$ cat src/rtl/tff_pkg.sv
// Shared types and default constants for the push-button toggle conditioning path.
// The debounce state encoding and the parameter defaults live here so the bench can import them.
package tff_pkg;

    typedef enum logic [1:0] {
        IDLE      = 2'd0,
        DEB_PRESS = 2'd1,
        PRESSED   = 2'd2,
        DEB_REL   = 2'd3
    } db_state_t;

    localparam int DB_CYCLES_DEF     = 4;
    localparam int REPEAT_DELAY_DEF  = 8;
    localparam int REPEAT_PERIOD_DEF = 4;

    // The shared counter must reach whichever terminal value is largest.
    function automatic int max3(input int a, input int b, input int c);
        int m;
        m = (a > b) ? a : b;
        return (m > c) ? m : c;
    endfunction

endpackage

$ cat src/rtl/sync2.sv
// Generic two-flop synchronizer; s1 may go metastable, s2 is the only stage used downstream.
// Both flops clear to 0 on a synchronous active-high reset.
module sync2 (
    input  logic clk,
    input  logic rst,
    input  logic d,
    output logic q
);

    logic s1;
    logic s2;

    always_ff @(posedge clk) begin
        if (rst) begin
            s1 <= 1'b0;
            s2 <= 1'b0;
        end else begin
            s1 <= d;
            s2 <= s1;
        end
    end

    assign q = s2;

endmodule

$ cat src/rtl/tff_toggle_debounce.sv
// Turns a raw bouncing button level into one single-cycle toggle pulse per clean press.
// Optional auto-repeat while held is enabled by defining TFF_AUTOREPEAT_EN.
module tff_toggle_debounce
    import tff_pkg::*;
#(
    parameter int DB_CYCLES     = DB_CYCLES_DEF,
    parameter int REPEAT_DELAY  = REPEAT_DELAY_DEF,
    parameter int REPEAT_PERIOD = REPEAT_PERIOD_DEF
) (
    input  logic clk,
    input  logic rst,
    input  logic btn_in,
    output logic t_pulse,
    output logic btn_level,
    output logic busy
);

    localparam int CNT_MAX = max3(DB_CYCLES, REPEAT_DELAY, REPEAT_PERIOD);
    localparam int CNT_W   = $clog2(CNT_MAX + 1);

    typedef logic [CNT_W-1:0] cnt_t;

    localparam cnt_t CNT_TOP = cnt_t'(CNT_MAX);
    localparam cnt_t DB_LAST = cnt_t'(DB_CYCLES - 1);
`ifdef TFF_AUTOREPEAT_EN
    localparam cnt_t DELAY_LAST  = cnt_t'(REPEAT_DELAY - 1);
    localparam cnt_t PERIOD_LAST = cnt_t'(REPEAT_PERIOD - 1);
`endif

    logic      btn_s;
    db_state_t state;
    db_state_t state_next;
    cnt_t      cnt;
    cnt_t      cnt_next;
    cnt_t      cnt_inc;
    logic      pulse_req;
`ifdef TFF_AUTOREPEAT_EN
    logic      rep_active;
    logic      rep_active_next;
`endif

    sync2 u_sync (
        .clk (clk),
        .rst (rst),
        .d   (btn_in),
        .q   (btn_s)
    );

    always_ff @(posedge clk) begin
        if (rst) begin
            state      <= IDLE;
            cnt        <= '0;
            t_pulse    <= 1'b0;
`ifdef TFF_AUTOREPEAT_EN
            rep_active <= 1'b0;
`endif
        end else begin
            state      <= state_next;
            cnt        <= cnt_next;
            t_pulse    <= pulse_req & ~t_pulse;
`ifdef TFF_AUTOREPEAT_EN
            rep_active <= rep_active_next;
`endif
        end
    end

    // Saturating increment; every terminal value forces a transition before this matters.
    always_comb begin
        cnt_inc = (cnt == CNT_TOP) ? cnt : cnt + 1'b1;
    end

    always_comb begin
        state_next = state;
        cnt_next   = cnt;
        pulse_req  = 1'b0;
`ifdef TFF_AUTOREPEAT_EN
        rep_active_next = rep_active;
`endif
        unique case (state)
            IDLE: begin
                if (btn_s) begin
                    state_next = DEB_PRESS;
                    cnt_next   = cnt_t'(1);
                end else begin
                    cnt_next   = '0;
                end
            end
            DEB_PRESS: begin
                if (!btn_s) begin
                    state_next = IDLE;
                    cnt_next   = '0;
                end else if (cnt == DB_LAST) begin
                    state_next = PRESSED;
                    pulse_req  = 1'b1;
                    cnt_next   = '0;
                end else begin
                    cnt_next   = cnt_inc;
                end
            end
            PRESSED: begin
                if (!btn_s) begin
                    state_next = DEB_REL;
                    cnt_next   = cnt_t'(1);
`ifdef TFF_AUTOREPEAT_EN
                    rep_active_next = 1'b0;
`endif
                end else begin
`ifdef TFF_AUTOREPEAT_EN
                    // First repeat waits the long delay, later ones the shorter period.
                    if (cnt == (rep_active ? PERIOD_LAST : DELAY_LAST)) begin
                        pulse_req       = 1'b1;
                        cnt_next        = '0;
                        rep_active_next = 1'b1;
                    end else begin
                        cnt_next = cnt_inc;
                    end
`else
                    cnt_next = '0;
`endif
                end
            end
            DEB_REL: begin
                if (btn_s) begin
                    state_next = PRESSED;
                    cnt_next   = '0;
                end else if (cnt == DB_LAST) begin
                    state_next = IDLE;
                    cnt_next   = '0;
                end else begin
                    cnt_next   = cnt_inc;
                end
            end
            default: begin
                state_next = IDLE;
                cnt_next   = '0;
            end
        endcase
    end

    always_comb begin
        btn_level = (state == PRESSED) || (state == DEB_REL);
        busy      = (state != IDLE);
    end

endmodule

$ cat config.mk
export PLATFORM = sky130hd
export DESIGN_NAME = tff_toggle_debounce
export DESIGN_NICKNAME = d
export VERILOG_FILES = /design/src/rtl/tff_pkg.sv /design/src/rtl/sync2.sv /design/src/rtl/tff_toggle_debounce.sv
export SDC_FILE = /design/constraint.sdc
export NUM_CORES = 1
export LEC_CHECK = 0
export BUFFER_PORTS_ARGS = -buffer_cell sky130_fd_sc_hd__buf_2
export CAP_MARGIN = 0
export CORE_AREA = 8 8 45 47
export DETAILED_ROUTE_END_ITERATION = 8
export DIE_AREA = 0 0 53 55
export HOLD_SLACK_MARGIN = 0.05
export PLACE_DENSITY = 0.48
export SETUP_SLACK_MARGIN = 0.2
export SYNTH_ARGS = -nofsm -noshare
export SYNTH_HDL_FRONTEND = slang
export SYNTH_SLANG_ARGS = --single-unit
$ cat constraint.sdc
create_clock -name clk -period 1.4 [get_ports clk]
set_clock_uncertainty 0.15 [all_clocks]
set_input_delay 0.42 -clock clk [delete_from_list [all_inputs] [get_ports clk]]
set_output_delay 0.42 -clock clk [all_outputs]
set_load 0.02 [all_outputs]
==> results of run 1 <==
-- cell families after synthesis --
family                     Yosys count  share of synthesized area
muxes                                1                     0.0261
buffers and inverters                5                     0.0490
and+or+nand+nor                     18                      0.288
adders and majority gates            2                     0.0653
xor gates and xnor gates             2                     0.0458
DFF                                  9                      0.471
AOI/OAI and AO/OA                    4                     0.0556
-- layout make-up --
type                       instances  area (µm²)
clock buffer                       4        26.3
fill                             141         816
inverter                           4        17.5
multi-input combinational         27         231
sequential                         9         191
tap                               16        20.0
timing repair buffer               9        81.3
-- critical path, delay by kind of cell (launching register included) --
family,cells,cell delay (ns)
buffers and inverters,1,0.13
DFF,1,0.32
and+or+nand+nor,1,0.24
-- per-stage QoR --
step | area (µm²) | total power, µW | instances | TNS [ns]
5_1_grt | 568 | 507 | 69 | -0.184
3_3_place_gp | 453 | 285 | 62 | 0
3_5_place_dp | 453 | 284 | 62 | 0
4_1_cts | 539 | 490 | 68 | -0.130
2_1_floorplan | 404 | 277 | 41 | 0
6_report | 568 | 488 | 69 | -0.122
-- path summary, 6_finish.rpt --
path,from,end,slack [ns]
setup / recovery,flop,busy,-0.11
setup reg to reg,cnt[0]$_SDFF_PP0_,flop,0.08
hold / removal,rst,flop,0.22
hold reg to reg,u_sync.s1$_SDFF_PP0_,u_sync.q$_SDFF_PP0_,0.30
-- synth_stat cells --
cell,n
sky130_fd_sc_hd__nand2b_1,1
sky130_fd_sc_hd__and4b_2,1
sky130_fd_sc_hd__nor2_1,8
sky130_fd_sc_hd__xor2_1,2
sky130_fd_sc_hd__nand3b_1,1
sky130_fd_sc_hd__clkbuf_1,1
sky130_fd_sc_hd__and4bb_2,1
sky130_fd_sc_hd__a21oi_1,1
sky130_fd_sc_hd__inv_1,4
sky130_fd_sc_hd__mux2i_1,1
sky130_fd_sc_hd__or2_2,1
sky130_fd_sc_hd__a31oi_1,1
sky130_fd_sc_hd__o21ai_0,2
sky130_fd_sc_hd__nor2b_1,2
sky130_fd_sc_hd__nor4bb_1,1
sky130_fd_sc_hd__nand3_1,1
sky130_fd_sc_hd__dfxtp_1,9
sky130_fd_sc_hd__ha_1,2
sky130_fd_sc_hd__and3b_1,1
-- routing by layer --
layer / track usage / routed length (µm)
met1: 0.0689 / 335
met2: 0.102 / 391
met3: 0.0241 / 23
met4: 0.0388 / 11
met5: 0 / 0
-- power by group through the flow --
stage          Clock, µW  Sequential (µW)  Combinational (µW)
2_1_floorplan          0              267                10.2
6_report             206              261                21.5
3_5_place_dp           0              268                16.2
5_1_grt              221              261                24.3
3_3_place_gp           0              268                16.3
4_1_cts              210              260                19.8
-- what timing repair did --
action	in CTS	in global routing
setup buffers	2	1
resized for setup	15	7
pin swaps	5	8
setup endpoints to repair	7	9
==> out/qor.txt, run 1 <==
FLOORPLAN
------------------------------------------------------------------------------------------------------
Die height                                                                                       55 µm
Die extent in x                                                                                  53 µm
Ports                                                                                                6
Core area                                                                                     1380 µm²
Floorplan row count                                                                                 14
Overall die area                                                                              2920 µm²
Starting Density                                                                                 0.277

TIMING
------------------------------------------------------------------------------------------------------
RSZ-0062 raised after global routing                                                              true
Final hold violation count                                                                           0
Shortest clock period the worst path allows after layout                                       1.51 ns
Final Worst Setup Slack                                                                      -0.107 ns
Number of slew-limit violations in the final report                                                  0
Setup-violating endpoint count in the final report                                                   2
Final period utilization                                                                          1.08
Worst Hold Slack                                                                              0.221 ns
Normalized max-slew margin                                                                       0.858
Fmax                                                                                         0.664 GHz
Worst Max-Slew Pin Slew                                                                       0.210 ns

LAYOUT
------------------------------------------------------------------------------------------------------
Area overhead of the layout relative to synthesis                                                48.4%
Number of antenna diodes                                                                             0
Most common library cell in the layout ignoring fill and taps                             sky130_fd_sc_hd__nor2_1
Leading cell types in the layout, fill and taps excluded                                  7 x sky130_fd_sc_hd__nor2_1, 5 x sky130_fd_sc_hd__buf_6, 4 x sky130_fd_sc_hd__dfxtp_1, 3 x sky130_fd_sc_hd__dfxtp_2, 3 x sky130_fd_sc_hd__clkbuf_4
Ratio of cells with drive above 1 in the final layout                                            0.528
Post-Route Utilization                                                                           0.410
Post-layout nets                                                                                    59

SETUP PATH
------------------------------------------------------------------------------------------------------
Kind of capture point of the worst setup path                                               output pin
Worst path slowest cell                                                                   sky130_fd_sc_hd__dfxtp_2
Delay of the slowest critical-path stage                                                       0.32 ns
Worst Path Class, Setup                                                                        reg2out
Required time of the critical path                                                             0.83 ns
Arrival time worst endpoint                                                                    0.94 ns
CP startpoint kind                                                                                flop
Number of cells on the worst reg-to-reg path                                                         4
Highest fanout seen on the critical path                                                             2
Ordered cell list for the critical path                                                   or2_4, buf_6

ROUTE
------------------------------------------------------------------------------------------------------
First-pass iteration count of the detailed router                                                    4
Initial detailed-routing violation count                                                            16
Routed wire length per instance                                                                11.0 µm
DRT Wirelength                                                                                  762 µm
Vias                                                                                               300
Number of routed nets with antenna violations                                                        0
Via density per instance                                                                          4.35
DRC                                                                                                  0

GRT
------------------------------------------------------------------------------------------------------
First-pass GRT wire length                                                                     1300 µm
Overall routing resource usage                                                                  0.0630
Vias in the first global route                                                                     304
Antenna violations before repair                                                                     0
Overflow after GRT                                                                                   0
Pin count of the biggest net entering global routing                                                 7

PLACEMENT
------------------------------------------------------------------------------------------------------
Final weighted congestion in routability-driven placement                                        0.791
Setup Slack @ Placement                                                                       0.108 ns
Number of I/O port buffers                                                                           5

POWER
------------------------------------------------------------------------------------------------------
Worst voltage drop across the vdd grid                                                        0.573 mV
Combinational power share                                                                        0.044
Net Sw Power                                                                                    109 µW
Share of total power consumed by net switching                                                   0.223
Internal power summed over all cells                                                            379 µW
Clk network pwr share                                                                            0.422
Total power per unit cell area                                                              859 nW/µm²
Leak pwr                                                                                   0.000219 µW
Part of the total power dissipated in sequential elements                                        0.534

SYNTH
------------------------------------------------------------------------------------------------------
Synth Instances                                                                                     41
Largest cells by area after synthesis                                                     sky130_fd_sc_hd__dfxtp_1 47%, sky130_fd_sc_hd__nor2_1 7.8%, sky130_fd_sc_hd__ha_1 6.5%
Net count after synthesis                                                                           46
Register area share after synthesis                                                              0.471
Area fraction of the dominant cell type after synthesis                                          0.471
Unique masters post-synth                                                                           19
Register bit count reported by yosys                                                                 9
Most area-hungry cell type in the Yosys netlist                                           sky130_fd_sc_hd__dfxtp_1
Number of warning messages in the yosys log                                                          0
Netlist Area Pre-Place                                                                         383 µm²
Post-Syn Area per Cell                                                                        9.34 µm²

CLOCKING
------------------------------------------------------------------------------------------------------
H-tree levels                                                                                        1
Clock sink count                                                                                     9
TritonCTS clock tree                                                                               yes
Source-to-sink clock delay at the later pin of the worst-skew pair                             0.27 ns
Clock tree root driver cell                                                               sky130_fd_sc_hd__clkbuf_4
TritonCTS buffer count                                                                               3
Clock transition at the register clock pins on the worst setup and hold paths after CTS        0.06 ns
Buffer levels on the longest clock path                                                              2
Cts-stage hold buffer count                                                                          0

RUN STATUS
------------------------------------------------------------------------------------------------------
Result of the run                                                                         complete, but fails checks
Failing checks                                                                            negative setup slack

HOLD PATH
------------------------------------------------------------------------------------------------------
Hold/Removal Path Class                                                                         in2reg
Number of cells traversed by the worst hold path                                                     2

JOB
------------------------------------------------------------------------------------------------------
Number of violations of the max-capacitance limit                                                    0

No activity file was read; power rests on OpenSTA's default activity.
==> run 2, diff against run 1 <==
--- a/config.mk
+++ b/config.mk
@@ -15,4 +15,5 @@
 export SETUP_SLACK_MARGIN = 0.2
 export SYNTH_ARGS = -nofsm -noshare
 export SYNTH_HDL_FRONTEND = slang
+export SYNTH_HIERARCHICAL = 1
 export SYNTH_SLANG_ARGS = --single-unit
==> out/qor.txt, run 2 <==
POWER
------------------------------------------------------------------------------------------------------
Total power per unit cell area                                                              785 nW/µm²
Part of the total power dissipated in sequential elements                                        0.539
Share of total power consumed by net switching                                                   0.210
Combinational power share                                                                        0.054
Clk network pwr share                                                                            0.408
Worst voltage drop across the vdd grid                                                        0.445 mV
Leak pwr                                                                                   0.000235 µW
Internal power summed over all cells                                                            382 µW
Net Sw Power                                                                                    101 µW

LAYOUT
------------------------------------------------------------------------------------------------------
Leading cell types in the layout, fill and taps excluded                                  7 x sky130_fd_sc_hd__buf_4, 5 x sky130_fd_sc_hd__buf_6, 4 x sky130_fd_sc_hd__inv_1, 4 x sky130_fd_sc_hd__dfxtp_1
Area overhead of the layout relative to synthesis                                                59.2%
Ratio of cells with drive above 1 in the final layout                                            0.571
Most common library cell in the layout ignoring fill and taps                             sky130_fd_sc_hd__buf_4
Post-layout nets                                                                                    62
Final design area excluding fillers                                                            616 µm²
Post-Route Utilization                                                                           0.445
Number of antenna diodes                                                                             0

SYNTH
------------------------------------------------------------------------------------------------------
Netlist Area Pre-Place                                                                         387 µm²
Adder-cell area share of the yosys netlist                                                      0.0647
Compound-cell area share of the yosys netlist                                                   0.0453
Unique masters post-synth                                                                           20
Register bit count reported by yosys                                                                 9
Area share of xor/xnor cells in the synthesized design                                          0.0680
Register area share after synthesis                                                              0.466
Area fraction of the dominant cell type after synthesis                                          0.466
Simple-gate area share of the yosys netlist                                                      0.307
Top cells by count, synth                                                                 9 x sky130_fd_sc_hd__dfxtp_1, 4 x sky130_fd_sc_hd__inv_1, 3 x sky130_fd_sc_hd__nor2_1
Number of enable-type register cells in the synthesized netlist                                      0
Net count after synthesis                                                                           44
Synth Instances                                                                                     39
Number of warning messages in the yosys log                                                          6
Multiplexer area fraction after synthesis                                                            0
Share of synthesized flip-flops with an asynchronous set or reset                                    0
Most used flip-flop cell after synthesis                                                  sky130_fd_sc_hd__dfxtp_1
Post-Syn Area per Cell                                                                        9.91 µm²
Most numerous cell in the Yosys netlist                                                   sky130_fd_sc_hd__dfxtp_1
Largest cells by area after synthesis                                                     sky130_fd_sc_hd__dfxtp_1 47%, sky130_fd_sc_hd__ha_1 6.5%, sky130_fd_sc_hd__xor2_1 4.5%
Most area-hungry cell type in the Yosys netlist                                           sky130_fd_sc_hd__dfxtp_1
Main combinational cell family by area after synthesis                                    simple AND/OR/NAND/NOR gates

FLOORPLAN
------------------------------------------------------------------------------------------------------
Ports                                                                                                6
Core area                                                                                     1380 µm²
Floorplan row count                                                                                 14
Die height                                                                                       55 µm
Die extent in x                                                                                  53 µm
Starting Density                                                                                 0.279
Overall die area                                                                              2920 µm²

GRT
------------------------------------------------------------------------------------------------------
Pin count of the biggest net entering global routing                                                 7
Overall routing resource usage                                                                  0.0613
Overflow after GRT                                                                                   0
First-pass GRT wire length                                                                     1260 µm
Vias in the first global route                                                                     312
Antenna violations before repair                                                                     0

CLOCKING
------------------------------------------------------------------------------------------------------
Buffer levels on the longest clock path                                                              2
H-tree levels                                                                                        1
TritonCTS clock tree                                                                               yes
Source-to-sink clock delay at the later pin of the worst-skew pair                             0.25 ns
Clock transition at the register clock pins on the worst setup and hold paths after CTS        0.06 ns
Clock tree root driver cell                                                               sky130_fd_sc_hd__clkbuf_4
TritonCTS buffer count                                                                               3
Cts-stage hold buffer count                                                                          0
Clock sink count                                                                                     9

SETUP PATH
------------------------------------------------------------------------------------------------------
Highest fanout seen on the critical path                                                             2
Delay of the slowest critical-path stage                                                       0.34 ns
Ordered cell list for the critical path                                                   or2_4, buf_6
Count of buffer and inverter cells on the critical path                                              1
Arrival time worst endpoint                                                                    0.94 ns
Worst path slowest cell                                                                   sky130_fd_sc_hd__dfxtp_4
Worst Path Class, Setup                                                                        reg2out
CP startpoint kind                                                                                flop
Required time of the critical path                                                             0.83 ns
Top Family by Delay on Critical Path                                                        flip-flops
Kind of capture point of the worst setup path                                               output pin

PLACEMENT
------------------------------------------------------------------------------------------------------
Number of I/O port buffers                                                                           5
DPL Wire Length                                                                                 487 µm
Final weighted congestion in routability-driven placement                                        0.643
Placement Cell Area                                                                            440 µm²

TIMING
------------------------------------------------------------------------------------------------------
Fmax                                                                                         0.662 GHz
RSZ-0062 raised after global routing                                                              true
Final-layout setup total negative slack                                                      -0.151 ns
Final Worst Setup Slack                                                                      -0.111 ns
Number of slew-limit violations in the final report                                                  0
Final period utilization                                                                          1.08
Worst Max-Slew Pin Slew                                                                       0.178 ns
Worst Hold Slack                                                                              0.228 ns
Normalized max-slew margin                                                                       0.881
Setup-violating endpoint count in the final report                                                   2
Final hold violation count                                                                           0
Shortest clock period the worst path allows after layout                                       1.51 ns

ROUTE
------------------------------------------------------------------------------------------------------
First-pass iteration count of the detailed router                                                    4
Vias                                                                                               305
Initial detailed-routing violation count                                                             8
Number of routed nets with antenna violations                                                        0
Routed wire length per instance                                                                11.2 µm
Via density per instance                                                                          4.24
DRC                                                                                                  0
DRT Wirelength                                                                                  804 µm

RUN STATUS
------------------------------------------------------------------------------------------------------
Result of the run                                                                         complete, but fails checks
Failing checks                                                                            negative setup slack

JOB
------------------------------------------------------------------------------------------------------
Number of violations of the max-capacitance limit                                                    0

HOLD PATH
------------------------------------------------------------------------------------------------------
Hold/Removal Path Class                                                                         in2reg

-- run 2: worst paths after layout --
| kind | from | to | slack [ns] | depth (start not counted) |
|---|---|---|---|---|
| worst max register to register | state[0]$_SDFFE_PP0P_ | cnt[0]$_SDFF_PP0_ | 0.04 | 5 |
| worst min-delay path | btn_in | u_sync/s1$_SDFF_PP0_ | 0.23 | 2 |
| worst min register to register | u_sync/s1$_SDFF_PP0_ | u_sync/q$_SDFF_PP0_ | 0.28 | 1 |
| worst max-delay path | flop | busy | -0.11 | 2 |
-- run 2: kinds of logic (layout without fill, tap and decap cells) --
group	count (synthesis)	after routing
XOR/XNOR	3	3
AND/OR/NAND/NOR	17	17
adder cells (fa/ha/maj)	2	2
buffers and inverters	5	22
AO/OA/AOI/OAI	3	3
flip-flops	9	9
-- run 2: stage by stage --
stage               setup WS, ns  cells  power (µW)
floorplan                  0.178     39         278
global placement           0.102     60         286
detailed placement         0.102     60         286
CTS                       -0.121     68         490
global route              -0.139     72         512
finish                    -0.111     72         483
-- run 2: metal layers --
| metal | global-route usage | wire, µm | vias up |
|---|---|---|---|
| met5 | 0 | 0 | - |
| met4 | 0.0388 | 0 | 0 |
| met3 | 0.0401 | 34 | 0 |
| met2 | 0.104 | 406 | 3 |
| met1 | 0.0535 | 363 | 140 |
| li1 | - | - | 162 |
-- run 2: worst reg2reg max path: stages, from the launching register on --
cell	delay, ns
sky130_fd_sc_hd__dfxtp_2	0.32
sky130_fd_sc_hd__buf_4	0.13
sky130_fd_sc_hd__buf_6	0.12
sky130_fd_sc_hd__and4bb_1	0.21
sky130_fd_sc_hd__nor3b_2	0.20
sky130_fd_sc_hd__a21boi_2	0.17
-- run 2: power groups by stage --
stage | logic, µW | registers [µW] | clock network [µW]
floorplan | 9.33 | 269 | 0
global placement | 17.1 | 269 | 0
detailed placement | 17.3 | 269 | 0
CTS | 21.4 | 260 | 209
global route | 28.6 | 260 | 223
finish | 26.0 | 260 | 197
-- run 2: what timing repair did --
item | 4_1_cts | 5_1_grt
resized for setup | 17 | 5
setup buffers | 4 | 4
pin swaps | 3 | 7
gates cloned | 0 | 0
endpoints found under the setup margin | 7 | 10
-- run 2: final cells by class --
class,instances,area (µm²)
Fill cell,138,768
Inverter,4,15.0
Multi-Input combinational cell,25,244
Sequential cell,9,191
Tap cell,16,20.0
Clock buffer,4,26.3
Timing Repair Buffer,14,119
